===== src/rtl/mem_arbiter.sv =====
// mem_arbiter: shares one pipelined main memory between the I-cache and D-cache miss FSMs.
// Define MEM_ARB_FIXED_DPRI_EN to make D win every tie (no round-robin pointer).
module mem_arbiter #(
  parameter int BURST_WORDS = 8,
  parameter int CNT_W       = 4
) (
  input  logic        clk,
  input  logic        rst,
  input  logic        i_fsm_busy,
  input  logic [15:0] i_addr,
  input  logic        d_fsm_busy,
  input  logic        d_write,
  input  logic [15:0] d_addr,
  input  logic [15:0] d_wdata,
  output logic        i_service,
  output logic        d_service,
  output logic        i_data_valid,
  output logic        d_data_valid,
  output logic [15:0] data_from_mem,
  output logic [15:0] mem_addr,
  output logic        mem_enable,
  output logic        mem_wr,
  output logic [15:0] mem_data_in,
  input  logic [15:0] mem_data_out,
  input  logic        mem_data_valid
);

  typedef enum logic [2:0] {IDLE, I_FILL, D_FILL, D_WRITE, DRAIN} state_t;

  localparam logic [CNT_W-1:0] BURST_CNT = CNT_W'(BURST_WORDS);

  state_t           state;
  logic [CNT_W-1:0] issue_cnt;
  logic [CNT_W-1:0] return_cnt;
  logic [CNT_W-1:0] return_next;
  logic             owner_busy;
  logic             d_req;
  logic             d_wins;

  assign d_req = d_fsm_busy | d_write;

`ifdef MEM_ARB_FIXED_DPRI_EN
  assign d_wins = d_req;
`else
  // last_d remembers who finished last so the other side wins the next tie
  logic last_d;
  assign d_wins = d_req & (~i_fsm_busy | ~last_d);
`endif

  assign owner_busy    = (state == D_FILL) ? d_fsm_busy : i_fsm_busy;
  assign return_next   = return_cnt + CNT_W'(mem_data_valid);
  assign data_from_mem = mem_data_out;
  assign i_data_valid  = (state == I_FILL) & mem_data_valid;
  assign d_data_valid  = (state == D_FILL) & mem_data_valid;

  always_comb begin
    i_service   = 1'b0;
    d_service   = 1'b0;
    mem_enable  = 1'b0;
    mem_wr      = 1'b0;
    mem_addr    = '0;
    mem_data_in = '0;
    case (state)
      I_FILL: begin
        i_service  = 1'b1;
        mem_addr   = i_addr;
        mem_enable = i_fsm_busy & (issue_cnt < BURST_CNT);
      end
      D_FILL: begin
        d_service  = 1'b1;
        mem_addr   = d_addr;
        mem_enable = d_fsm_busy & (issue_cnt < BURST_CNT);
      end
      D_WRITE: begin
        d_service   = 1'b1;
        mem_addr    = d_addr;
        mem_enable  = 1'b1;
        mem_wr      = 1'b1;
        mem_data_in = d_wdata;
      end
      default: ;
    endcase
  end

  always_ff @(posedge clk) begin
    if (rst) begin
      state      <= IDLE;
      issue_cnt  <= '0;
      return_cnt <= '0;
`ifndef MEM_ARB_FIXED_DPRI_EN
      last_d     <= 1'b0;
`endif
    end else begin
      case (state)
        IDLE: begin
          if (d_wins)
            state <= d_write ? D_WRITE : D_FILL;
          else if (i_fsm_busy)
            state <= I_FILL;
        end
        I_FILL, D_FILL: begin
          // completion wins over a simultaneous busy drop: nothing is left in flight
          if (return_next == BURST_CNT) begin
            state      <= IDLE;
            issue_cnt  <= '0;
            return_cnt <= '0;
`ifndef MEM_ARB_FIXED_DPRI_EN
            last_d     <= (state == D_FILL);
`endif
          end else begin
            if (mem_enable)
              issue_cnt <= issue_cnt + CNT_W'(1);
            return_cnt <= return_next;
            if (!owner_busy)
              state <= DRAIN;
          end
        end
        D_WRITE: begin
          state <= IDLE;
`ifndef MEM_ARB_FIXED_DPRI_EN
          last_d <= 1'b1;
`endif
        end
        DRAIN: begin
          if (return_next == issue_cnt) begin
            state      <= IDLE;
            issue_cnt  <= '0;
            return_cnt <= '0;
          end else begin
            return_cnt <= return_next;
          end
        end
        default: state <= IDLE;
      endcase
    end
  end

endmodule


===== config.mk =====
export PLATFORM = sky130hd
export DESIGN_NAME = mem_arbiter
export DESIGN_NICKNAME = d
export VERILOG_FILES = /design/src/rtl/mem_arbiter.sv
export SDC_FILE = /design/constraint.sdc
export NUM_CORES = 1
export LEC_CHECK = 0
export BUFFER_PORTS_ARGS = -buffer_cell sky130_fd_sc_hd__buf_2
export CORE_UTILIZATION = 41
export CTS_CLUSTER_SIZE = 12
export DETAILED_ROUTE_END_ITERATION = 6
export MAX_ROUTING_LAYER = met4
export PLACE_DENSITY_LB_ADDON = 0.05
export SETUP_SLACK_MARGIN = 0.3
export SLEW_MARGIN = 40
export SYNTH_ARGS = -nofsm -noshare
export SYNTH_HDL_FRONTEND = slang
export SYNTH_SLANG_ARGS = --single-unit

===== constraint.sdc =====
create_clock -name clk -period 5.01 [get_ports clk]
set_input_delay 1.002 -clock clk [delete_from_list [all_inputs] [get_ports clk]]
set_output_delay 1.002 -clock clk [all_outputs]
set_load 0.01 [all_outputs]

==> results of run 1 <==
-- flip-flops by register name, indices dropped and copies added, names as in the netlist --
| name | cells |
|---|---|
| issue_cnt | 4 |
| last_d | 1 |
| return_cnt | 4 |
| state | 3 |
-- per-stage QoR --
stage / utilization, % / cell area, µm²
floorplan: - / 1400
global placement: 54.6 / 1720
detailed placement: 54.8 / 1730
CTS: 56.0 / 1760
global route: 56.0 / 1760
finish: 56.0 / 1760
-- synth_stat cells, types with 2 or more instances --
master,count
sky130_fd_sc_hd__buf_2,6
sky130_fd_sc_hd__nor3_1,5
sky130_fd_sc_hd__a41oi_1,2
sky130_fd_sc_hd__a21oi_1,10
sky130_fd_sc_hd__nand3_1,3
sky130_fd_sc_hd__a22o_1,16
sky130_fd_sc_hd__inv_2,2
sky130_fd_sc_hd__a311oi_1,2
sky130_fd_sc_hd__dfxtp_1,12
sky130_fd_sc_hd__inv_1,5
sky130_fd_sc_hd__xor2_1,4
sky130_fd_sc_hd__and2b_1,2
sky130_fd_sc_hd__nor2_1,8
sky130_fd_sc_hd__or3_1,3
sky130_fd_sc_hd__o21ai_0,3
sky130_fd_sc_hd__ha_1,3
sky130_fd_sc_hd__nor4_1,2
sky130_fd_sc_hd__o311ai_1,2
sky130_fd_sc_hd__buf_6,2
sky130_fd_sc_hd__nand2_1,6
sky130_fd_sc_hd__clkbuf_1,2
sky130_fd_sc_hd__o21ai_1,3
sky130_fd_sc_hd__mux2i_1,2
sky130_fd_sc_hd__nand4_1,3
sky130_fd_sc_hd__and2_1,17
sky130_fd_sc_hd__nor2b_1,5
sky130_fd_sc_hd__xnor2_1,5
sky130_fd_sc_hd__buf_4,16
-- how the worst max path moves through the flow --
stage / from / to / slack, ns
3_5_place_dp: mem_data_valid / state[0] / 2.16
3_3_place_gp: state[0] / mem_data_in[4] / 1.93
2_1_floorplan: mem_data_valid / state[0] / 2.39
6_report: state[0] / mem_data_in[3] / 1.98
4_1_cts: state[0] / mem_data_in[3] / 1.96
5_1_grt: state[0] / mem_data_in[0] / 1.78
-- layout make-up --
type                       count  share of cell area (%)
clock buffer                   4                    2.06
inverter                       7                    1.49
multi-input combinational    129                    53.9
sequential                    12                    13.6
tap                           44                    3.12
timing repair buffer          91                    25.8
-- per-layer routing --
layer | wire length (µm) | vias up | track usage (%) | share of wire (%)
met5 | 0 | - | - | 0
met2 | 1720 | 74 | 31.9 | 45
met3 | 412 | 12 | 3.20 | 11
li1 | - | 767 | - | -
met1 | 1650 | 651 | 25.5 | 43
met4 | 58 | 0 | 7.31 | 1.5
-- worst max-delay path, cell delays in order (launching register included) --
cell and delay [ns]:
sky130_fd_sc_hd__dfxtp_1 0.67, sky130_fd_sc_hd__inv_2 0.13, sky130_fd_sc_hd__nor3_2 0.61, sky130_fd_sc_hd__and2_1 0.21
sky130_fd_sc_hd__buf_2 0.13
-- kinds of logic after synthesis --
family | Yosys count | share of synthesized area [%]
buffers and inverters | 34 | 15.1
XOR/XNOR | 10 | 7.26
adder cells (fa/ha/maj) | 3 | 2.69
flip-flops | 12 | 17.2
multiplexers | 3 | 2.51
AND/OR/NAND/NOR | 63 | 27.5
AO/OA/AOI/OAI | 50 | 27.8
-- power by group --
group	leakage [nW]	total [mW]	internal (mW)	switching (mW)
Sequential	0.0977	0.174	0.118	0.0563
Clock	0.0210	0.0800	0.0442	0.0358
Combinational	0.764	0.539	0.241	0.298
==> reports/qor.yml, run 1 <==
yosys:
  post_synth.cell_area_avg_um2: 7.98
  synth_top_flop_cell: "sky130_fd_sc_hd__dfxtp_1"
  ys_async_sr_fraction_pct: 0
  postSynthCellCount: 175
  synth_top_cells_by_area: "sky130_fd_sc_hd__dfxtp_1 (17%), sky130_fd_sc_hd__a22o_1 (10%), sky130_fd_sc_hd__buf_4 (8.6%), sky130_fd_sc_hd__and2_1 (7.6%), sky130_fd_sc_hd__a21oi_1 (3.6%)"
  ys.warnings.count: 0
  post-synth-top-area-cell: "sky130_fd_sc_hd__dfxtp_1"
  ys_ff_latch: 12
  synthesized_nets: 248
  synth_seq_area_share_pct: 17.2
  synth_largest_type_area_fraction_pct: 17.2
  synth_area_mm2: 0.00140
  synth_edf_count: 0
  yosysUniqueCellTypes: 52
layout:
  area_growth_pct: 26.3
  mostFrequentLayoutCell: "sky130_fd_sc_hd__buf_2"
  multi_input_comb_area_um2: 951
  mostFrequentLayoutCells: "sky130_fd_sc_hd__buf_2 (91), sky130_fd_sc_hd__and2_1 (17), sky130_fd_sc_hd__a22o_1 (16), sky130_fd_sc_hd__dfxtp_1 (12), sky130_fd_sc_hd__a21oi_1 (10)"
  fin_cells: 287
  final_nets: 317
  sequential_cell_area_um2: 240
  antenna_cells_inserted: 0
  final_layout_size_suffix_gt1_share_pct: 43.6
  fill_cells: 311
setup_path:
  timing.rr.start: "state[1]"
  worst_r2r_path_depth: 5
  arrival_ns: 2.03
  path_max_fanout: 17
  r2r_slack_ns: 2.64
  critPathKind: "reg -> out"
  start_kind: "register"
  worstSetupEndpointType: "primary output"
  cp_data_required_time_ns: 4.01
  worst_r2r_endpoint: "return_cnt[3]"
global_route:
  globalRouteTotalUtil_pct: 20.0
  grt_antenna_before_repair: 0
  first_global_vias: 1164
  pin_count_of_the_biggest_net_entering_global_routing: 22
  globalRouteOverflowTotal: 0
  grt_pass1_wl_um: 5220
clock_tree:
  cts_root_buf: "sky130_fd_sc_hd__clkbuf_4"
  cts_repair_resize_count: 0
  number_of_hold_buffers_added_after_cts: 0
  post-cts-setup-buffer-count: 0
  cts-buffers-inserted: 3
  cts_tree: "yes"
  cts-htree-levels: 1
  path_clk_slew_ns: 0.09
  cts_buffer_depth: 2
  clk-insertion-delay-late_ns: 0.28
  cts.sinks: 12
detailed_routing:
  drt-initial-drc-count: 28
  routed_via_density: 5.24
  antenna_left: 0
  firstDrtPassIters: 4
  route.vias.total: 1504
  wirelength_um: 3850
  wl_per_cell_um: 13.4
  drt_drc_violations_left: 0
floorplan:
  num_rows: 20
  dieWidth_um: 60.4
  floorplan.die_area_mm2: 0.00364
  floorplan.io_pins: 124
  start_util_pct: 44.3
  core_mm2: 0.00315
  die_height_um: 60.4
sta:
  drv_slew: 0
  period_share_pct: 60.5
  count_of_final_setup_violators: 0
  period_needed_ns: 3.03
  report.final.hold_viol_count: 0
  setup_total_negative_slack_ns: 0
  worstMarginPinSlew_ns: 0.693
  hold_ws_ns: 0.543
  max-slew-margin-rel_pct: 53.7
  rsz0062_at_grt: "no"
  fmax_ghz: 0.330
  finClkSkew_ns: 0.00916
  finalWorstSetupSlack_ns: 1.98
worst_hold_path:
  hold_startpoint: "return_cnt[0]"
  hold_depth: 2
  min_delay_worst_endpoint: "return_cnt[0]"
  timing.hold.worst.class: "reg -> reg"
power:
  leakage_nw: 0.883
  power.density_mw_per_mm2: 449
  p_total_mw: 0.793
  vdd.ir_drop.worst_mv: 0.173
placed_design:
  pre_cts_setup_slack_ns: 2.16
  portBuffers: 91
  dpl.hpwl_um: 3100
  placed_cells_incl_taps: 283
  final_wtd_congestion: 0.854
job:
  maxCapViolations: 0
run_status:
  outcome: "finished clean"
Note: power is estimated with default switching activity, not from simulation.
==> run 2, diff against run 1 <==
--- a/config.mk
+++ b/config.mk
@@ -6,7 +6,7 @@
 export NUM_CORES = 1
 export LEC_CHECK = 0
 export BUFFER_PORTS_ARGS = -buffer_cell sky130_fd_sc_hd__buf_2
-export CORE_UTILIZATION = 41
+export CORE_UTILIZATION = 34
 export CTS_CLUSTER_SIZE = 12
 export DETAILED_ROUTE_END_ITERATION = 6
 export MAX_ROUTING_LAYER = met4
==> constraint.sdc (replaced) <==
create_clock -name clk -period 2.6 [get_ports clk]
set_input_delay 0.52 -clock clk [delete_from_list [all_inputs] [get_ports clk]]
set_output_delay 0.52 -clock clk [all_outputs]
set_load 0.01 [all_outputs]
==> reports/qor.yml, run 2 (synthesis results as in run 1) <==
clock_tree:
  number_of_hold_buffers_added_after_cts: 0  # unchanged
  cts-buffers-inserted: 3  # unchanged
  clk-insertion-delay-late_ns: 0.25  # was 0.28 ns
  post-cts-setup-buffer-count: 0  # unchanged
  cts_root_buf: "sky130_fd_sc_hd__clkbuf_8"  # was sky130_fd_sc_hd__clkbuf_4
  cts_buffer_depth: 2  # unchanged
  cts.sinks: 12  # unchanged
  cts_repair_resize_count: 0  # unchanged
  cts-htree-levels: 1  # unchanged
  path_clk_slew_ns: 0.06  # was 0.09 ns
  cts_tree: "yes"  # unchanged
layout:
  antenna_cells_inserted: 0  # unchanged
  fill_cells: 386  # was 311
  finish.instance_area_mm2: 0.00183  # was 0.00176 mm²
  reg_top3: "issue_cnt x4, return_cnt x4, state x3"  # unchanged
  area_growth_pct: 30.9  # was 26.3%
  final_layout_size_suffix_gt1_share_pct: 44.6  # was 43.6%
  final_nets: 323  # was 317
  mostFrequentLayoutCell: "sky130_fd_sc_hd__buf_2"  # unchanged
  mostFrequentLayoutCells: "sky130_fd_sc_hd__buf_2 (91), sky130_fd_sc_hd__and2_1 (17), sky130_fd_sc_hd__a22o_1 (16), sky130_fd_sc_hd__dfxtp_1 (12), sky130_fd_sc_hd__a21oi_1 (10)"  # unchanged
detailed_routing:
  antenna_left: 0  # unchanged
  firstDrtPassIters: 4  # unchanged
  routed_via_density: 5.28  # was 5.24
  route.vias.total: 1568  # was 1504
  drt_drc_violations_left: 0  # unchanged
  drt-initial-drc-count: 31  # was 28
  wl_per_cell_um: 13.5  # was 13.4 µm
  wirelength_um: 4010  # was 3850 µm
power:
  power_switching_share_pct: 46.9  # was 49.2%
  design_internal_power_mw: 0.882  # was 0.403 mW
  power.density_mw_per_mm2: 909  # was 449 mW/mm²
  p_total_mw: 1.66  # was 0.793 mW
  vdd.ir_drop.worst_mv: 0.544  # was 0.173 mV
  psw_mw: 0.779  # was 0.390 mW
  leakage_nw: 0.921  # was 0.883 nW
  clock_power_share_pct: 12.8  # was 10.1%
  comb_power_share_pct: 69.1  # was 68.0%
  seq_power_share_pct: 18.1  # was 21.9%
placed_design:
  dpl.hpwl_um: 3210  # was 3100 µm
  portBuffers: 91  # unchanged
  final_wtd_congestion: 0.793  # was 0.854
  pre_cts_setup_slack_ns: 0.248  # was 2.16 ns
  dpl-instance-area_mm2: 0.00177  # was 0.00173 mm²
setup_path:
  critical-path-slowest-cell: "sky130_fd_sc_hd__dfxtp_1"  # unchanged
  arrival_ns: 1.71  # was 2.03 ns
  cpPeakStageDelay_ns: 0.58  # was 0.67 ns
  critPathTopFamily: "flip-flops"  # was simple AND/OR/NAND/NOR gates
  path_cells: "and2b_1 -> buf_4 -> a22o_1 -> buf_2"  # was inv_2 -> nor3_2 -> and2_1 -> buf_2
  critPathKind: "reg -> out"  # unchanged
  cp_num_buf_inv: 2  # unchanged
  start_kind: "register"  # unchanged
  path_max_fanout: 18  # was 17
  r2r_slack_ns: 0.58  # was 2.64 ns
  worstSetupEndpointType: "primary output"  # unchanged
  cp_data_required_time_ns: 2.08  # was 4.01 ns
global_route:
  grt_antenna_before_repair: 0  # unchanged
  grt_pass1_wl_um: 5550  # was 5220 µm
  pin_count_of_the_biggest_net_entering_global_routing: 19  # was 22
  first_global_vias: 1261  # was 1164
  globalRouteOverflowTotal: 0  # unchanged
  globalRouteTotalUtil_pct: 16.7  # was 20.0%
sta:
  setup_total_negative_slack_ns: 0  # unchanged
  period_share_pct: 85.8
  finClkSkew_ns: 0.00504  # was 0.00916 ns
  max-slew-margin-rel_pct: 71.4  # was 53.7%
  fmax_ghz: 0.448
  period_needed_ns: 2.23
  count_of_final_setup_violators: 0  # unchanged
  report.final.hold_viol_count: 0  # unchanged
  drv_slew: 0  # unchanged
  finalWorstSetupSlack_ns: 0.369  # was 1.98 ns
  rsz0062_at_grt: "no"  # unchanged
  worstMarginPinSlew_ns: 0.428  # was 0.693 ns
worst_hold_path:
  timing.hold.worst.class: "reg -> reg"  # unchanged
floorplan:
  die_height_um: 66.1  # was 60.4 µm
  core_mm2: 0.00380  # was 0.00315 mm²
  dieWidth_um: 66.1  # was 60.4 µm
  floorplan.die_area_mm2: 0.00437  # was 0.00364 mm²
  floorplan.io_pins: 124  # unchanged
  start_util_pct: 36.8  # was 44.3%
  num_rows: 22  # was 20
run_status:
  outcome: "finished clean"  # unchanged
job:
  maxCapViolations: 0  # unchanged
[run 2: power groups by stage]
stage | Clock [mW] | Sequential [mW] | Combinational, mW
final | 0.213 | 0.300 | 1.15
after detailed placement | 0 | 0.304 | 1.15
after global routing | 0.227 | 0.310 | 1.24
after floorplan | 0 | 0.255 | 0.861
after CTS | 0.215 | 0.300 | 1.16
after global placement | 0 | 0.306 | 1.16
[run 2: worst min-delay path, stage by stage (launching register included)]
cell and delay (ns):
sky130_fd_sc_hd__dfxtp_1 0.31, sky130_fd_sc_hd__mux2i_1 0.12, sky130_fd_sc_hd__nor3_1 0.05
[run 2: final cells by class]
class | instances | area (µm²) | share of cell area [%]
sequential | 12 | 240 | 13.1
multi-input combinational | 129 | 946 | 51.7
clock buffer | 4 | 55.1 | 3.01
timing repair buffer | 97 | 500 | 27.4
tap | 48 | 60.1 | 3.29
inverter | 7 | 26.3 | 1.44
[run 2: stage by stage]
| stage | std cells | hold slack (ns) | util, % |
|---|---|---|---|
| after floorplan | 175 | 0.496 | - |
| after global placement | 293 | 0.525 | 46.7 |
| after detailed placement | 293 | 0.520 | 46.7 |
| after CTS | 297 | 0.533 | 48.1 |
| after global routing | 297 | 0.571 | 48.1 |
| final | 297 | 0.533 | 48.1 |
[run 2: final timing paths]
kind	from	endpoint	depth (start not counted)
worst max register to register	return_cnt[0]	state[0]	7
worst max-delay path	state[2]	mem_addr[6]	4
worst min-delay path	return_cnt[0]	return_cnt[0]	2
worst min register to register	return_cnt[0]	return_cnt[0]	2
[run 2: routing by layer]
metal	up-vias	share of wire [%]	track usage, %
met5	-	0	-
met4	0	0.67	2.93
met1	693	39	18.2
met2	88	48	30.9
met3	9	12	3.97
li1	778	-	-
==> run 3, diff against run 2 <==
--- a/config.mk
+++ b/config.mk
@@ -9,8 +9,9 @@
 export CORE_UTILIZATION = 34
 export CTS_CLUSTER_SIZE = 12
 export DETAILED_ROUTE_END_ITERATION = 6
+export HOLD_SLACK_MARGIN = 0.03
 export MAX_ROUTING_LAYER = met4
-export PLACE_DENSITY_LB_ADDON = 0.05
+export PLACE_DENSITY = 0.81
 export SETUP_SLACK_MARGIN = 0.3
 export SLEW_MARGIN = 40
 export SYNTH_ARGS = -nofsm -noshare
==> reports/qor.yml, run 3 (synthesis results as in run 1) <==
clock_tree:
  cts_root_buf: "sky130_fd_sc_hd__clkbuf_8"  # unchanged
  number_of_hold_buffers_added_after_cts: 0  # unchanged
  cts.sinks: 12  # unchanged
  path_clk_slew_ns: 0.05  # was 0.06 ns
  cts_tree: "yes"  # unchanged
  clk-insertion-delay-late_ns: 0.24  # was 0.25 ns
  cts-buffers-inserted: 3  # unchanged
  cts-htree-levels: 1  # unchanged
  post-cts-setup-buffer-count: 0  # unchanged
  cts_buffer_depth: 2  # unchanged
global_route:
  globalRouteOverflowTotal: 0  # unchanged
  first_global_vias: 1341  # was 1261
  grt_pass1_wl_um: 6060  # was 5550 µm
  pin_count_of_the_biggest_net_entering_global_routing: 19  # unchanged
  grt_antenna_before_repair: 0  # unchanged
  globalRouteTotalUtil_pct: 18.0  # was 16.7%
layout:
  final_nets: 321  # was 323
  mostFrequentLayoutCells: "sky130_fd_sc_hd__buf_2 (91), sky130_fd_sc_hd__and2_1 (17), sky130_fd_sc_hd__a22o_1 (16), sky130_fd_sc_hd__a21oi_1 (10), sky130_fd_sc_hd__dfxtp_1 (10)"  # was sky130_fd_sc_hd__buf_2 (91), sky130_fd_sc_hd__and2_1 (17), sky130_fd_sc_hd__a22o_1 (16), sky130_fd_sc_hd__dfxtp_1 (12), sky130_fd_sc_hd__a21oi_1 (10)
  mostFrequentLayoutCell: "sky130_fd_sc_hd__buf_2"  # unchanged
  final_layout_size_suffix_gt1_share_pct: 44.7  # was 44.6%
  reg_top3: "issue_cnt x4, return_cnt x4, state x3"  # unchanged
  fill_cells: 387  # was 386
  antenna_cells_inserted: 0  # unchanged
  area_growth_pct: 29.0  # was 30.9%
setup_path:
  arrival_ns: 1.66  # was 1.71 ns
  critPathKind: "reg -> out"  # unchanged
  worst_r2r_path_depth: 7  # unchanged
  r2r_slack_ns: 0.59  # was 0.58 ns
  crit_path_start: "state[1]"  # was state[2]
  endpoint: "mem_addr[3]"  # was mem_addr[6]
  timing.rr.start: "return_cnt[0]"  # unchanged
  start_kind: "register"  # unchanged
  worst_r2r_endpoint: "state[0]"  # unchanged
  cp_data_required_time_ns: 2.08  # about the same
  path_max_fanout: 12  # was 18
  cpPeakStageDelay_ns: 0.50  # was 0.58 ns
  critical-path-slowest-cell: "sky130_fd_sc_hd__dfxtp_1"  # unchanged
  path_cells: "and2b_1 -> buf_4 -> a22o_1 -> buf_2"  # unchanged
  worstSetupEndpointType: "primary output"  # unchanged
sta:
  period_needed_ns: 2.18  # was 2.23 ns
  rsz0062_at_grt: "no"  # unchanged
  count_of_final_setup_violators: 0  # unchanged
  drv_slew: 0  # unchanged
  setup_total_negative_slack_ns: 0  # unchanged
  max-slew-margin-rel_pct: 64.1  # was 71.4%
  fmax_ghz: 0.459  # was 0.448 GHz
  worstMarginPinSlew_ns: 0.534  # was 0.428 ns
  finalWorstSetupSlack_ns: 0.424  # was 0.369 ns
  finClkSkew_ns: 0.000540  # was 0.00504 ns
  report.final.hold_viol_count: 0  # unchanged
  period_share_pct: 83.7  # was 85.8%
placed_design:
  portBuffers: 91  # unchanged
  final_wtd_congestion: 0.851  # was 0.793
  pre_cts_setup_slack_ns: 0.250  # was 0.248 ns
  dpl.hpwl_um: 3200  # was 3210 µm
detailed_routing:
  routed_via_density: 5.24  # was 5.28
  firstDrtPassIters: 4  # unchanged
  wirelength_um: 4060  # was 4010 µm
  drt_drc_violations_left: 0  # unchanged
  wl_per_cell_um: 13.8  # was 13.5 µm
  route.vias.total: 1541  # was 1568
  antenna_left: 0  # unchanged
  drt-initial-drc-count: 32  # was 31
power:
  leakage_nw: 0.905  # was 0.921 nW
  power.density_mw_per_mm2: 883  # was 909 mW/mm²
  vdd.ir_drop.worst_mv: 0.416  # was 0.544 mV
floorplan:
  core_mm2: 0.00380  # unchanged
  floorplan.die_area_mm2: 0.00437  # unchanged
  dieWidth_um: 66.1  # unchanged
  floorplan.io_pins: 124  # unchanged
  num_rows: 22  # unchanged
  start_util_pct: 36.8  # unchanged
  die_height_um: 66.1  # unchanged
run_status:
  outcome: "finished clean"  # unchanged
job:
  maxCapViolations: 0  # unchanged
worst_hold_path:
  timing.hold.worst.class: "reg -> reg"  # unchanged
-- run 3: changes by cell type in the layout (fill, tap and decap cells not counted) --
cell / previous run / this run
sky130_fd_sc_hd__clkbuf_8: 4 / 3
sky130_fd_sc_hd__buf_4: 6 / 4
sky130_fd_sc_hd__dfxtp_1: 12 / 10
sky130_fd_sc_hd__dfxtp_2: 0 / 2
-- run 3: routing by layer --
metal	wire, µm	track usage [%]	up-vias
met5	0	-	-
met4	40	5.85	0
met3	379	2.24	7
met2	1950	30.7	67
met1	1690	21.7	698
li1	-	-	769
-- run 3: timing repair --
action | in CTS | in global routing
setup endpoints to repair | 0 | 33
gates resized for setup | 0 | 2
endpoints found under the hold margin | 0 | 0
-- run 3: stage by stage --
step / util [%] / total power, mW / instances / hold WS [ns] / area (µm²)
after floorplan: - / 1.12 / 175 / 0.496 / 1400
after global placement: 46.3 / 1.40 / 291 / 0.526 / 1760
after detailed placement: 46.3 / 1.41 / 291 / 0.535 / 1760
after CTS: 47.4 / 1.59 / 294 / 0.542 / 1800
after global routing: 47.4 / 1.70 / 294 / 0.569 / 1800
final: 47.4 / 1.59 / 294 / 0.530 / 1800
-- run 3: how the worst min path moves through the flow --
stage | start | endpoint | slack [ns] | depth (start not counted)
after global routing | return_cnt[1] | return_cnt[1] | 0.57 | 2
final | return_cnt[0] | return_cnt[0] | 0.53 | 2
after detailed placement | return_cnt[0] | return_cnt[0] | 0.54 | 2
after global placement | return_cnt[0] | return_cnt[0] | 0.53 | 2
after floorplan | last_d | last_d | 0.50 | 2
after CTS | return_cnt[0] | return_cnt[0] | 0.54 | 2
-- run 3: where the power goes --
group	switching, mW	internal, mW	leakage (nW)
clock	0.0681	0.102	0.0216
combinational	0.604	0.493	0.785
sequential	0.0933	0.231	0.0985
total	0.765	0.826	0.905
-- run 3: critical path, delay by kind of cell, from the launching register on --
kind,cells,cell delay (ns)
flip-flops,1,0.50
AND/OR/NAND/NOR,1,0.38
buffers and inverters,2,0.38
AO/OA/AOI/OAI,1,0.16
-- run 3: layout make-up --
cell class              instances  area [µm²]  share of cell area [%]
well taps                      48        60.1                    3.33
clock buffers                   3        41.3                    2.29
multi-input cells             129         946                    52.5
inverters                       7        26.3                    1.46
flip-flops and latches         12         243                    13.5
repair buffers                 95         485                    26.9
